$ cat src/rtl/riscv_pkg.sv
// Shared fetch-stage types and constants.
package riscv_pkg;
  localparam int XLEN = 32;
  localparam logic [XLEN-1:0] NOP_INSTR = 32'h0000_0013;

  typedef enum logic [2:0] {BOOT, REQ, WAIT, HOLD, DRAIN} fetch_state_e;

  typedef struct packed {
    logic [XLEN-1:0] pc;
    logic [XLEN-1:0] instr;
    logic            valid;
  } fd_reg_t;
endpackage

$ cat src/rtl/fetch_sequencer_add.sv
// Plain combinational adder, used for the sequential PC increment.
module Add #(
  parameter int W = 32
) (
  input  logic [W-1:0] a,
  input  logic [W-1:0] b,
  output logic [W-1:0] y
);
  assign y = a + b;
endmodule

$ cat src/rtl/fetch_sequencer.sv
// Fetch stage: owns the PC, runs the single-outstanding imem handshake and
// loads the Fetch->Decode register, honouring stall and branch redirects.
module fetch_sequencer
  import riscv_pkg::*;
#(
  parameter logic [XLEN-1:0] RESET_VECTOR = 32'h0000_0000,
  parameter int unsigned     BOOT_DELAY   = 4
) (
  input  logic            clk_i,
  input  logic            reset_ni,
  input  logic            stall_i,
  input  logic            PCSrc_i,
  input  logic [XLEN-1:0] PCTarget_i,
  input  logic            imem_ready_i,
  input  logic            imem_rvalid_i,
  input  logic [XLEN-1:0] imem_rdata_i,
  output logic            imem_req_o,
  output logic [XLEN-1:0] imem_addr_o,
  output logic [XLEN-1:0] pc_DECODE_o,
  output logic [XLEN-1:0] instruction_DECODE_o,
  output logic            valid_DECODE_o,
  output logic            flush_o
);
  fetch_state_e    state_q, state_d;
  logic [XLEN-1:0] pc_q, pc_d, pc_plus4;
  logic [XLEN-1:0] hold_q, hold_d;
  logic [3:0]      boot_cnt_q, boot_cnt_d;
  fd_reg_t         fd_q, fd_d;
  logic            flush_q, flush_d;
  logic            redirect, load_mem, load_hold;

  Add #(.W(XLEN)) u_pc_add (.a(pc_q), .b(32'd4), .y(pc_plus4));

  always_ff @(posedge clk_i or negedge reset_ni) begin
    if (!reset_ni) begin
      state_q    <= BOOT;
      pc_q       <= RESET_VECTOR;
      hold_q     <= '0;
      boot_cnt_q <= '0;
      fd_q       <= '{pc: '0, instr: NOP_INSTR, valid: 1'b0};
      flush_q    <= 1'b0;
    end else begin
      state_q    <= state_d;
      pc_q       <= pc_d;
      hold_q     <= hold_d;
      boot_cnt_q <= boot_cnt_d;
      fd_q       <= fd_d;
      flush_q    <= flush_d;
    end
  end

  always_comb begin
    state_d    = state_q;
    pc_d       = pc_q;
    hold_d     = hold_q;
    boot_cnt_d = boot_cnt_q;
    fd_d       = fd_q;
    flush_d    = 1'b0;
    load_mem   = 1'b0;
    load_hold  = 1'b0;
    redirect   = PCSrc_i && (state_q != BOOT);

    case (state_q)
      BOOT: begin
        if (boot_cnt_q == 4'(BOOT_DELAY - 1)) state_d = REQ;
        else boot_cnt_d = boot_cnt_q + 4'd1;
      end
      REQ: if (imem_ready_i) state_d = redirect ? DRAIN : WAIT;
      WAIT: begin
        if (imem_rvalid_i) begin
          if (redirect)      state_d = REQ;
          else if (!stall_i) begin load_mem = 1'b1; state_d = REQ; end
          else begin hold_d = imem_rdata_i; state_d = HOLD; end
        end else if (redirect) begin
          state_d = DRAIN;
        end
      end
      HOLD: begin
        if (redirect)      state_d = REQ;
        else if (!stall_i) begin load_hold = 1'b1; state_d = REQ; end
      end
      DRAIN: if (imem_rvalid_i) state_d = REQ;
      default: state_d = BOOT;
    endcase

    // Redirect beats stall and any same-cycle response; otherwise load or bubble.
    if (redirect) begin
      pc_d    = PCTarget_i & ~32'h3;
      fd_d    = '{pc: '0, instr: NOP_INSTR, valid: 1'b0};
      flush_d = 1'b1;
    end else if (load_mem || load_hold) begin
      fd_d = '{pc: pc_q, instr: load_mem ? imem_rdata_i : hold_q, valid: 1'b1};
      pc_d = pc_plus4;
    end else if (!stall_i) begin
      fd_d.valid = 1'b0;
      fd_d.instr = NOP_INSTR;
    end
  end

  assign imem_req_o           = (state_q == REQ);
  assign imem_addr_o          = pc_q;
  assign pc_DECODE_o          = fd_q.pc;
  assign instruction_DECODE_o = fd_q.instr;
  assign valid_DECODE_o       = fd_q.valid;
  assign flush_o              = flush_q;
endmodule
$ cat config.mk
export PLATFORM = sky130hd
export DESIGN_NAME = fetch_sequencer
export DESIGN_NICKNAME = d
export VERILOG_FILES = /design/src/rtl/riscv_pkg.sv /design/src/rtl/fetch_sequencer_add.sv /design/src/rtl/fetch_sequencer.sv
export SDC_FILE = /design/constraint.sdc
export NUM_CORES = 1
export LEC_CHECK = 0
export ABC_AREA = 0
export CORE_MARGIN = 1.5
export CORE_UTILIZATION = 38
export DETAILED_ROUTE_END_ITERATION = 8
export GPL_ROUTABILITY_DRIVEN = 0
export GPL_TIMING_DRIVEN = 0
export MAX_ROUTING_LAYER = met4
export PLACE_DENSITY = 0.65
export SYNTH_ARGS = -nofsm -noshare
export SYNTH_HDL_FRONTEND = slang
export SYNTH_SLANG_ARGS = --single-unit
$ cat constraint.sdc
create_clock -name clk_i -period 3.93 [get_ports clk_i]
set_clock_uncertainty 0.15 [all_clocks]
set_input_delay 0.786 -clock clk_i [delete_from_list [all_inputs] [get_ports clk_i]]
set_output_delay 0.786 -clock clk_i [all_outputs]
set_load 0.05 [all_outputs]
Word-level counts from Yosys, hierarchy flattened
Index checks and enable logic that the tools add are counted.
{"block": "op_classes", "addsub": 2, "n_eq_ne": 11, "mux": 24, "bitwise": 2, "n_reduce_logical": 8}
{"op": "32-bit two-way mux", "n": 4}
{"op": "33-bit two-way mux", "n": 2}
{"op": "65-bit two-way mux", "n": 1}
{"op": "32-bit by 3-bit adder with 32-bit output, second input constant", "n": 1}
{"op": "3-bit two-way mux", "n": 8}
{"op": "3-bit case mux with 5 select lines", "n": 1}
{"op": "3-bit by 2-bit == test with 1-bit output, second input constant", "n": 2}
{"op": "1-bit two-way mux", "n": 6}
{"op": "2-bit != test, second input constant", "n": 3}
{"op": "3-bit != test, second input constant", "n": 2}
{"op": "5-bit AND reduction", "n": 1}
{"op": "4-bit by 1-bit adder with 4-bit output, second input constant", "n": 1}
{"op": "4-bit by 2-bit == test with 1-bit output, second input constant", "n": 1}
{"op": "2-bit two-way mux", "n": 2}
{"op": "4-bit AND reduction", "n": 1}
{"op": "3-bit by 1-bit == test with 1-bit output, second input constant", "n": 1}
{"op": "3-bit == test, second input constant", "n": 1}
{"op": "3-bit logical NOT", "n": 1}
{"op": "3-bit by 1-bit != test with 1-bit output, second input constant", "n": 1}
{"op": "3-bit nonzero test", "n": 1}
{"op": "1-bit inverter", "n": 2}
{"op": "2-bit AND reduction", "n": 1}
{"op": "2-bit nonzero test", "n": 1}
{"op": "1-bit logical AND", "n": 1}
{"op": "1-bit logical OR", "n": 1}
{"block": "totals", "register_bits": 137, "in_bits": 70, "out_inout_bits": 99, "elab_cells": 55}

Depth between registers and ports, before layout
{"block": "logic_depth", "depth_word": 8, "mapped_depth": 8, "mapped_depth_nobuf": 6}

By module
A second synthesis with hierarchy kept.
{"block": "hier_totals", "cells_unflattened": 692, "area_unflattened_um2": 7282.0}
{"mod": "fetch_sequencer", "instances": 1, "cells_per_inst": 471, "area_each_um2": 5680.4}
{"mod": "Add", "instances": 1, "cells_per_inst": 221, "area_each_um2": 1601.5}

Worst setup path before layout
Ideal clock, no wire load.
{"block": "synth_timing", "kind": "reg-to-output", "from": "reg state_q[1]", "to": "out imem_req_o", "t_arrival_ns": 1.724, "required_time_ns": 2.994, "setup_slack_ns": 1.270, "path_stages_with_launch": 3, "cell_sequence": "dfrtp_1 clkbuf_1 nor3_1"}
{"block": "synth_between", "elab_chain_cells": 1}
{"element": "start: declaration", "line": "fetch_sequencer.sv:24", "source": "fetch_state_e state_q, state_d;"}
{"element": "start signal: assignment", "line": "fetch_sequencer.sv:43", "source": "state_q <= state_d;"}
{"element": "3-bit by 1-bit == test with 1-bit output", "line": "fetch_sequencer.sv:100", "source": "assign imem_req_o = (state_q == REQ);"}
{"element": "end: declaration", "line": "fetch_sequencer.sv:17", "source": "output logic imem_req_o,"}
Every way passes these cells.

Final worst setup path
Ends and elaborated chain as after synthesis.

==> summary.txt <==
Routing
  • Post-route ant nets: 0
  • Via-to-Cell Ratio: 5.29
  • # DRC: 0
  • Via count: 5087
  • Wire per inst: 18.5 µm
  • DR iter-0 viols: 312
  • First drt pass iteration count: 5
  • WL final: 17800 µm

Global route
  • Gr busiest metal: met2
  • M2 GR Usage: 32.7%
  • Initial antenna violation count: 0
  • Maximum number of pins on one net before global-route repair: 95
  • Grt ovf: 0
  • First-pass GRT wire length: 27500 µm
  • Met1 usage: 28.3%
  • Grt met3 use: 5.94%
  • Vias in the first global route: 5173
  • Total Routing Usage GR: 22.0%

Worst setup path
  • Critical Path Slowest Stage Cell: clkdlybuf4s50_1
  • CP cell instances: clkbuf_1 > nor3_1 > clkdlybuf4s50_1
  • Buf/Inv on CP: 2
  • CP delay by family, top: buffers and inverters
  • Stages on the worst setup path: 3
  • Worst R2R Path Depth: 5
  • Crit-path max cell delay: 0.84 ns
  • Worst setup EP type: output pin
  • Setup Crit Path Kind: register to output pin
  • Worst Setup Start Kind: register
  • CP Max Fanout: 10
  • Worst Path Required: 2.99 ns
  • Critical Path AT: 2.20 ns

Floorplanning
  • Rows: 46
  • # IOs: 169
  • Die X: 131 µm
  • Die height: 131 µm
  • Core area: 0.0159 mm²
  • Die ar.: 0.0171 mm²
  • Initial core utilization: 39.0%

Final layout
  • Multi-input gate area: 0.00261 mm²
  • Area grow syn2layout: 40.8%
  • Final core occ: 54.8%
  • Commonest non-fill, non-tap cells in the layout: 163 x clkdlybuf4s50_1, 131 x dfrtp_1, 77 x nand2_1
  • Layout cells sized above 1: 13.8%
  • Nets: 805
  • Ant. Diodes: 0
  • Reg area: 0.00336 mm²
  • Final Instance Area: 0.00874 mm²
  • Most common cell after layout, fill and taps aside: clkdlybuf4s50_1
  • Non-filler cells in the finished layout: 962
  • # fillers: 1396

Clocking
  • Hold_buf cts: 0
  • Cts repair resizes: 0
  • Root Buffer: clkbuf_16
  • Worst-Skew Late Latency: 0.42 ns
  • Num CTS Buffers: 17
  • Max Buffers Root-to-Sink: 2
  • CTS tree: built
  • # clock sinks: 134
  • CTS H-tree lvls: 4
  • Worst-path clk slew: 0.06 ns
  • Setup Fix Bufs, Post-CTS: 0

Timing
  • Hold WS: 0.122 ns
  • Slew Viols, Final: 0
  • Minimum clock period: 3.14 ns
  • Worst Setup Slack, final: 0.790 ns
  • Slew margin rel.: 44.5%
  • Fin crit share: 79.9%
  • Final setup TNS: 0 ns
  • Setup violators final: 0
  • RSZ-0062 raised after global routing: false
  • Final Hold Fails: 0
  • Least-Margin Pin Slew: 0.828 ns
  • Fmax: 0.318 GHz

Logic synthesis
  • Async set-reset flop share out of synthesis: 100%
  • Synth Area in XOR/XNOR: 1.27%
  • Adder-Cell Fraction of Synth Area: 0.403%
  • Post-synth cell types: 58
  • #FFs+latches synth: 134
  • Mapped cell area: 0.00621 mm²
  • Largest family of logic cells by synthesized area: compound AO/OA/AOI/OAI gates
  • Dominant synthesized flop cell: dfrtp_1
  • Synth Area in Simple Gates: 13.0%
  • Sequential cell area fraction in the yosys report: 54.0%
  • Syn Inst Count: 548
  • Number of synthesis warnings: 0
  • Multiplexer share of the synthesized area: 13.4%
  • EDFF count, synth: 0
  • Mean post-synth cell area: 11.3 µm²
  • Synth Area in Compound Gates: 13.8%

Place
  • DP HPWL: 12500 µm
  • I/O Buffers: 164
  • Placement Setup Slack: 0.784 ns
  • Placed insts: 930
  • DP Area: 0.00816 mm²

Pwr
  • Cell Pwr Density: 738 mW/mm²
  • Sw Pwr: 2.60 mW
  • Leakage: 3.75 nW
  • Sequential Power Share: 33.8%
  • Combinational Power Share: 41.7%
  • Int Pwr: 3.85 mW
  • Sw frac: 40.4%
  • Clock share of power: 24.5%
  • Total power: 6.45 mW
  • Max IR drop VDD: 0.628 mV

Outcome
  • Status: complete, no violations

Hold path
  • Tightest Hold Check Type: input port to async pin

Flow run
  • Max-cap violations: 0
==> cell usage after synthesis (all sizes together), types with 9 or more instances <==
| cell type | count | area share [%] |
|---|---|---|
| dfrtp | 131 | 53 |
| nand2 | 78 | 4.8 |
| o21ai | 49 | 3.9 |
| mux2 | 35 | 8.1 |
| mux2i | 33 | 5.3 |
| a22o | 25 | 3.5 |
| buf | 25 | 2.8 |
| nor2 | 23 | 1.4 |
| nand3 | 15 | 1.4 |
| clkbuf | 14 | 0.85 |
| nand4 | 14 | 1.4 |
| nor3 | 11 | 0.97 |
| a21oi | 9 | 0.73 |
==> routing by layer <==
metal | up-vias | part of all wire [%]
met5 | - | 0
met4 | 0 | 1.8
met3 | 22 | 7.0
met2 | 200 | 47
met1 | 2502 | 45
li1 | 2363 | -
==> power by group through the flow <==
| stage | clock network [mW] | logic [mW] | registers [mW] |
|---|---|---|---|
| floorplan | 0 | 1.09 | 2.85 |
| global placement | 0 | 2.65 | 2.16 |
| detailed placement | 0 | 2.69 | 2.18 |
| CTS | 1.61 | 2.71 | 2.17 |
| global route | 1.67 | 2.87 | 2.24 |
| finish | 1.58 | 2.69 | 2.18 |
==> state kept, by name, summed over array words and instances, names as in the netlist <==
name / count
instruction_DECODE_o: 32
valid_DECODE_o: 1
boot_cnt_q: 4
state_q: 3
hold_q: 32
pc_DECODE_o: 31
imem_addr_o: 30
flush_o: 1
==> final timing paths <==
| path | startpoint | end | slack [ns] |
|---|---|---|---|
| max | state_q[1] | imem_req_o | 0.79 |
| min | reset_ni | instruction_DECODE_o[18] | 0.12 |
| max reg2reg | state_q[0] | imem_addr_o[14] | 1.51 |
| min reg2reg | instruction_DECODE_o[2] | instruction_DECODE_o[2] | 0.32 |
| max in group asynchronous | reset_ni | instruction_DECODE_o[0] | 2.71 |
| min in group clk_i | instruction_DECODE_o[2] | instruction_DECODE_o[2] | 0.32 |
==> cell families (layout without fill, tap and decap cells) <==
| logic type | count (synthesis) | after routing |
|---|---|---|
| buffers and inverters | 45 | 242 |
| multiplexers | 68 | 68 |
| adder cells (fa/ha/maj) | 2 | 2 |
| AO/OA/AOI/OAI | 124 | 124 |
| other | 1 | 2 |
| AND/OR/NAND/NOR | 165 | 165 |
| flip-flops | 134 | 134 |
| XOR/XNOR | 9 | 9 |
==> area by class of cell <==
type / instances / area share [%]
inverter: 6 / 0.258
timing repair buffer: 165 / 19.1
buffer: 39 / 2.59
clock inverter: 8 / 1.10
tap: 216 / 3.09
clock buffer: 24 / 5.62
sequential: 134 / 38.4
multi-input combinational: 370 / 29.8
(Power assumes the default switching activity.)
